$ cat src/rtl/cache_pkg.sv
// Shared cache definitions: block geometry, address field split and the
// fill controller state encoding.
package cache_pkg;

    localparam int BLOCK_WORDS   = 8;
    localparam int OFFSET_W      = $clog2(BLOCK_WORDS);
    localparam int BYTE_OFFSET_W = OFFSET_W + 1;
    localparam int CACHE_ADDR_W  = 16;
    localparam int INDEX_W       = 4;
    localparam int TAG_W         = CACHE_ADDR_W - INDEX_W - BYTE_OFFSET_W;

    typedef enum logic [1:0] {
        IDLE = 2'd0,
        FILL = 2'd1,
        DONE = 2'd2
    } fill_state_t;

endpackage

$ cat src/rtl/cache_fill_fsm.sv
// Miss-handling fill controller: requests a whole block from main memory,
// streams returned words into the data array and writes the tag on the last word.
module cache_fill_fsm #(
    parameter int BLOCK_WORDS = cache_pkg::BLOCK_WORDS,
    parameter int ADDR_W      = 16,
    parameter int DATA_W      = 16
) (
    input  logic                           clk,
    input  logic                           rst_n,
    input  logic                           miss_detected,
    input  logic [ADDR_W-1:0]              miss_address,
    input  logic                           memory_data_valid,
    input  logic [DATA_W-1:0]              memory_data,
    output logic                           fsm_busy,
    output logic                           mem_req,
    output logic [ADDR_W-1:0]              memory_address,
    output logic                           write_data_array,
    output logic                           write_tag_array,
    output logic [$clog2(BLOCK_WORDS)-1:0] fill_word,
    output logic [DATA_W-1:0]              fill_data
);

    import cache_pkg::*;

    localparam int                CNT_W     = $clog2(BLOCK_WORDS);
    localparam logic [CNT_W:0]    REQ_FULL  = (CNT_W + 1)'(BLOCK_WORDS);
    localparam logic [CNT_W-1:0]  RET_LAST  = CNT_W'(BLOCK_WORDS - 1);
    // Byte offset within a block spans one bit more than the word offset.
    localparam logic [ADDR_W-1:0] BASE_MASK = ~ADDR_W'(2 * BLOCK_WORDS - 1);

    fill_state_t       state_r;
    fill_state_t       state_nx_s;
    logic [CNT_W:0]    req_cnt_r;
    logic [CNT_W:0]    req_cnt_nx_s;
    logic [CNT_W-1:0]  ret_cnt_r;
    logic [CNT_W-1:0]  ret_cnt_nx_s;
    logic [ADDR_W-1:0] base_r;
    logic [ADDR_W-1:0] base_nx_s;
    logic [ADDR_W-1:0] req_off_s;

    // Base is block aligned, so OR-ing the word offset never carries out of the block.
    assign req_off_s = ADDR_W'({req_cnt_r[CNT_W-1:0], 1'b0});

    // Stall is raised in the miss cycle itself and held low while reset is asserted.
    assign fsm_busy = rst_n & ((state_r == FILL) | ((state_r == IDLE) & miss_detected));

    // State, counters and latched block base.
    always_ff @(posedge clk or negedge rst_n) begin
        if (!rst_n) begin
            state_r   <= IDLE;
            req_cnt_r <= '0;
            ret_cnt_r <= '0;
            base_r    <= '0;
        end else begin
            state_r   <= state_nx_s;
            req_cnt_r <= req_cnt_nx_s;
            ret_cnt_r <= ret_cnt_nx_s;
            base_r    <= base_nx_s;
        end
    end

    // Next-state, counter updates and the request/write strobes.
    always_comb begin
        state_nx_s       = state_r;
        req_cnt_nx_s     = req_cnt_r;
        ret_cnt_nx_s     = ret_cnt_r;
        base_nx_s        = base_r;
        mem_req          = 1'b0;
        memory_address   = '0;
        write_data_array = 1'b0;
        write_tag_array  = 1'b0;
        fill_word        = '0;
        fill_data        = '0;

        case (state_r)
            IDLE: begin
                if (miss_detected) begin
                    base_nx_s    = miss_address & BASE_MASK;
                    req_cnt_nx_s = '0;
                    ret_cnt_nx_s = '0;
                    state_nx_s   = FILL;
                end else begin
                    state_nx_s   = IDLE;
                end
            end

            FILL: begin
                if (req_cnt_r < REQ_FULL) begin
                    mem_req        = 1'b1;
                    memory_address = base_r | req_off_s;
                    req_cnt_nx_s   = req_cnt_r + (CNT_W + 1)'(1);
                end else begin
                    mem_req        = 1'b0;
                end

                // Returns arrive in request order, so ret_cnt is the word offset.
                if (memory_data_valid) begin
                    write_data_array = 1'b1;
                    fill_word        = ret_cnt_r;
                    fill_data        = memory_data;
                    ret_cnt_nx_s     = ret_cnt_r + CNT_W'(1);
                    if (ret_cnt_r == RET_LAST) begin
                        write_tag_array = 1'b1;
                        state_nx_s      = DONE;
                    end else begin
                        state_nx_s      = FILL;
                    end
                end else begin
                    state_nx_s = FILL;
                end
            end

            DONE: begin
                state_nx_s = IDLE;
            end

            default: begin
                state_nx_s = IDLE;
            end
        endcase
    end

endmodule

$ cat config.mk
export PLATFORM = sky130hd
export DESIGN_NAME = cache_fill_fsm
export DESIGN_NICKNAME = d
export VERILOG_FILES = /design/src/rtl/cache_pkg.sv /design/src/rtl/cache_fill_fsm.sv
export SDC_FILE = /design/constraint.sdc
export NUM_CORES = 1
export LEC_CHECK = 0
export CAP_MARGIN = 20
export CORE_ASPECT_RATIO = 1.4
export CORE_MARGIN = 2
export CORE_UTILIZATION = 39
export CTS_CLUSTER_SIZE = 16
export DETAILED_ROUTE_END_ITERATION = 16
export PLACE_DENSITY = 0.84
export SYNTH_ARGS = -nofsm -noshare
export SYNTH_HDL_FRONTEND = slang
export SYNTH_SLANG_ARGS = --single-unit
$ cat constraint.sdc
create_clock -name clk -period 3.28 [get_ports clk]
set_input_delay 0.656 -clock clk [delete_from_list [all_inputs] [get_ports clk]]
set_output_delay 0.656 -clock clk [all_outputs]
set_load 0.02 [all_outputs]
== Yosys cells after proc, flatten, opt, wreduce, memory -nomap -nowiden ==
Index checks and enable logic that the tools add are counted.
Storage, ports and cells
  flip-flop bits (word level): 21
  input port bits: 36
  logic and storage cells: 44
Cells by class
  add/sub/neg operators: 2
  $lt $le $gt $ge: 1
  eq/ne operators: 5
  mux-type cells: 23
  bitwise gates (word level): 4
  reduce and logical (&&, ||, !) cells: 5
Operators with widths (count)
  $mux W16: 4
  $or A16 B4 Y16: 1
  $mux W3: 4
  $mux W1: 8
  $mux W4: 2
  $pmux W4 S2: 1
  $pmux W3 S2: 1
  $reduce_and A3 Y1: 2
  $add A4 B1 Y4 const B: 1
  $lt A4 B4 Y1 const B: 1
  $mux W2: 2
  $ne A2 B2 Y1 const B: 2
  $pmux W2 S2: 1
  $add A3 B1 Y3 const B: 1
  $eq A3 B3 Y1 const B: 1
  $and A1 B1 Y1: 2
  $eq A2 B1 Y1 const B: 1
  $logic_not A2 Y1: 1
  $ne A2 B1 Y1 const B: 1
  $reduce_and A2 Y1: 1
  $reduce_bool A2 Y1: 1
  $or A1 B1 Y1: 1

== Depth between registers and ports, before layout ==
  depth after elaboration: 4
  gate-level depth with buffers: 5
  mapped depth without buffers: 4

== Least setup slack after synthesis ==
Ideal clock, no wire load.
  path kind: input -> output
  start point: in memory_data_valid
  end point: out write_tag_array
  data arrival time: 1324 ps
  data required time: 2624 ps
  slack: 1300 ps
  stages on the path: 4
  cell sequence: nand2b_1 -> nor2_1 -> buf_2 -> and2_1
Between the ends
  cells in the longest elaborated chain, start to end: 2
Ends and longest elaborated chain
  from (decl): line cache_fill_fsm.sv:12  | input logic memory_data_valid,
  $mux W1: line cache_fill_fsm.sv:97  | if (memory_data_valid) begin
  $mux W1: line cache_fill_fsm.sv:75  | case (state_r)
  to (decl): line cache_fill_fsm.sv:18  | output logic write_tag_array,
No other way between the ends.

== Final worst setup path ==
Ends and elaborated chain as after synthesis.

==> metrics.txt <==
GRT Residual Overflow=0; largest net degree at the start of global routing=22; Num CTS Buffers=3; setup fix buffers added after clock tree synthesis=0; global routing met2 resource utilization=between 30% and 40%; commonest non-fill, non-tap cell in the layout=clkdlybuf4s50_1; share of total power consumed by net switching=38.5%; data arrival time of the critical path=between 2 and 2.5 ns; maximum root-to-sink buffer count=2; number of global-route vias before repair=~1100; CTS Sinks=21; startpoint of the worst hold path=base_r[12]$_DFFE_PN0P_; CTS root buf=clkbuf_8; HP Class=reg -> reg; total via count after detailed routing=between 1000 and 1500; count of non-filler cells in the finished layout=220; busiest layer in global routing=met2; Port Buf Inserts=a little under 70; number of cells on the worst hold path=1; critical path, cell by cell=clkdlybuf4s50_1 -> nand2b_1 -> nor2_1 -> buf_4 -> and2_1 -> clkdlybuf4s50_1; area delta synth->final=63.0%; Die X=slightly above 50 µm; power share of the clock group=10.2%; number of placement rows=23; area of all placed cells without fillers=between 1500 and 2000 µm²; Vias/cell=about 4.8; setup violators final=0; aggregate routed wire length=between 2000 and 3000 µm; detailed-route DRC error count=0; max capacitance violation total=0; initial antenna violation count=0; Total Routing Usage GR=about 17%; crit start category=input pin; Final period util=93.3%; part of the Yosys area used for sequential elements=roughly 43%; RR Startpoint=state_r[0]$_DFF_PN0_; GR Layer Usage met1=18.1%; gpl congestion=0.771; Hold Buf Count CTS=0; count of nets left with antenna violations after detail routing=0; worst-case hold path end point=base_r[12]$_DFFE_PN0P_; worst clock skew=between 0.004 and 0.005 ns; clock tree from TritonCTS=yes; proportion of power drawn by combinational gates=between 60% and 70%; Initial Utilization=a little over two fifths; final net count=223; worst-path cell with the longest stage delay=clkdlybuf4s50_1; sequential share of power=about 30%; cell area reported after detailed placement=1930 µm²; final setup margin=between 0.2 and 0.25 ns; result of the run=complete, no violations; count of final max-slew check failures=0; area of the core region=2910 µm²; sum of negative setup slack=0 ns; Final Hold Viols=0; overall die area=approximately 3600 µm²; top library cells by usage in the layout, fill and taps aside=69 x clkdlybuf4s50_1, 35 x and2_1, 21 x dfrtp_1; total I/O pin count=75; Inst Count DP=around 220; Seq cells post-synth=21; cell depth of the worst flop-to-flop path=3; worst reg-to-reg setup slack=about 1.8 ns; final HPWL from detailed placement=about 2300 µm; Critical Path End Type=primary output; most repeated library cell on the critical path=clkdlybuf4s50_1; # H-tree levels=1; Warnings, synthesis=0; Layout Utilization=between 60% and 70%; cell leakage power=0.840 nW; 1st-iter DRT viols=20; area of the mapped netlist=around 1200 µm²; Avg Synthesized Cell Area=10.8 µm²; clk_lat worst skew=roughly 0.26 ns; destination of the worst register-to-register timing path=base_r[12]$_DFFE_PN0P_; Net Sw Power=between 0.6 and 0.7 mW; endpoint required time on the critical path=around 2.6 ns; die extent in y=70.0 µm; routed length per instance=13.3 µm; Max-slew headroom=roughly two thirds; Critical Path Max Stage Delay=~0.6 ns; total of fill cells in the finished design=between 200 and 250; Final min period=3.06 ns; worst setup slack after placement=around 0.21 ns; first-pass GRT wire length=roughly 4800 µm; clock edge transition at the registers on the reported setup and hold paths=roughly 0.070 ns; syn nets=around 150; design internal power=1.01 mW; Peak VDD IR=approximately 0.58 mV; number of distinct standard cells referenced by the synthesized netlist=31; setup repair after global routing missed its margin=false; maximum fanout count along the critical path=21; diodes inserted=0; number of standard cells after synthesis=roughly 110; share of cells above drive strength 1=12.0%; power per unit of standard cell area=around 830 nW/µm²; kind of critical path=in -> out; Pre-Repair DR Iteration Count=4; maximum clock frequency=between 0.3 and 0.4 GHz; Tightest Pin Transition=around 0.52 ns; post-CTS sizing=0; met3 Resource Use GR=under 10%
## registers in the layout (all words and copies together), names as in the netlist
name,flops
ret_cnt_r,3
base_r,12
req_cnt_r,4
state_r,2
## kinds of logic after synthesis
| logic type | after synthesis | synth area share (%) |
|---|---|---|
| fa+ha+maj | 3 | 3.10 |
| simple gates | 56 | 29.0 |
| mux | 13 | 14.4 |
| flops | 21 | 43.3 |
| other cells | 1 | 0.309 |
| buf+inv | 9 | 4.95 |
| compound gates | 8 | 4.13 |
| xor+xnor | 1 | 0.723 |
## metal layers
layer | vias to the layer above | part of all wire, % | wire length [µm]
met1 | 482 | 37 | 1070
met5 | - | 0 | 0
met3 | 3 | 12 | 351
met2 | 64 | 50 | 1470
li1 | 509 | - | -
met4 | 0 | 1.1 | 31
## worst max-delay path: cells and delay by family
| kind | cells | cell delay, ns |
|---|---|---|
| AND/OR/NAND/NOR | 3 | 0.36 |
| buffers and inverters | 3 | 1.38 |
## Yosys cell counts (all sizes together)
cell type / n / area share (%)
conb: 1 / 0.31
nor2: 4 / 1.2
mux2i: 1 / 0.83
nand2: 6 / 1.9
a31oi: 1 / 0.52
o21ai: 3 / 1.2
and2: 35 / 18
buf: 5 / 3.6
a22o: 1 / 0.72
a21oi: 1 / 0.41
nand4b: 2 / 1.4
nand2b: 1 / 0.52
mux2: 12 / 14
dfrtp: 21 / 43
nand4: 1 / 0.52
nor2b: 1 / 0.52
nor3b: 2 / 2.6
o21bai: 1 / 0.62
and4bb: 1 / 1.0
clkbuf: 1 / 0.41
xnor2: 1 / 0.72
nor3: 1 / 0.41
nand3: 2 / 0.83
a22oi: 1 / 0.62
ha: 3 / 3.1
inv: 3 / 0.93
## final cells by class
cell class | instances | area [µm²] | area share (%)
Timing Repair Buffer | 73 | 721 | 36.5
Inverter | 3 | 11.3 | 0.570
Tap cell | 37 | 46.3 | 2.34
Clock buffer | 4 | 45.0 | 2.28
Multi-Input combinational cell | 82 | 627 | 31.7
Sequential cell | 21 | 526 | 26.6
## how the worst max path moves through the flow
| stage | start | endpoint | slack [ns] | depth (start not counted) |
|---|---|---|---|---|
| 3_3_place_gp | memory_data_valid | write_tag_array | 0.24 | 6 |
| 2_1_floorplan | memory_data_valid | write_tag_array | 1.30 | 4 |
| 5_1_grt | memory_data_valid | write_tag_array | 0.13 | 6 |
| 3_5_place_dp | memory_data_valid | write_tag_array | 0.21 | 6 |
| 4_1_cts | memory_data_valid | write_tag_array | 0.20 | 6 |
| 6_report | memory_data_valid | write_tag_array | 0.22 | 6 |
## metrics by stage
stage / hold slack, ns / power (mW)
floorplan: 0.360 / 1.06
global placement: 0.482 / 1.45
detailed placement: 0.484 / 1.49
CTS: 0.514 / 1.67
global route: 0.526 / 1.75
finish: 0.511 / 1.65
## power by group through the flow
stage	logic, mW	registers [mW]	clock network [mW]
floorplan	0.611	0.452	0
global placement	0.969	0.484	0
detailed placement	0.993	0.493	0
CTS	1.00	0.491	0.173
global route	1.06	0.510	0.182
finish	0.990	0.489	0.168
No activity file was read; power rests on OpenSTA's default activity.
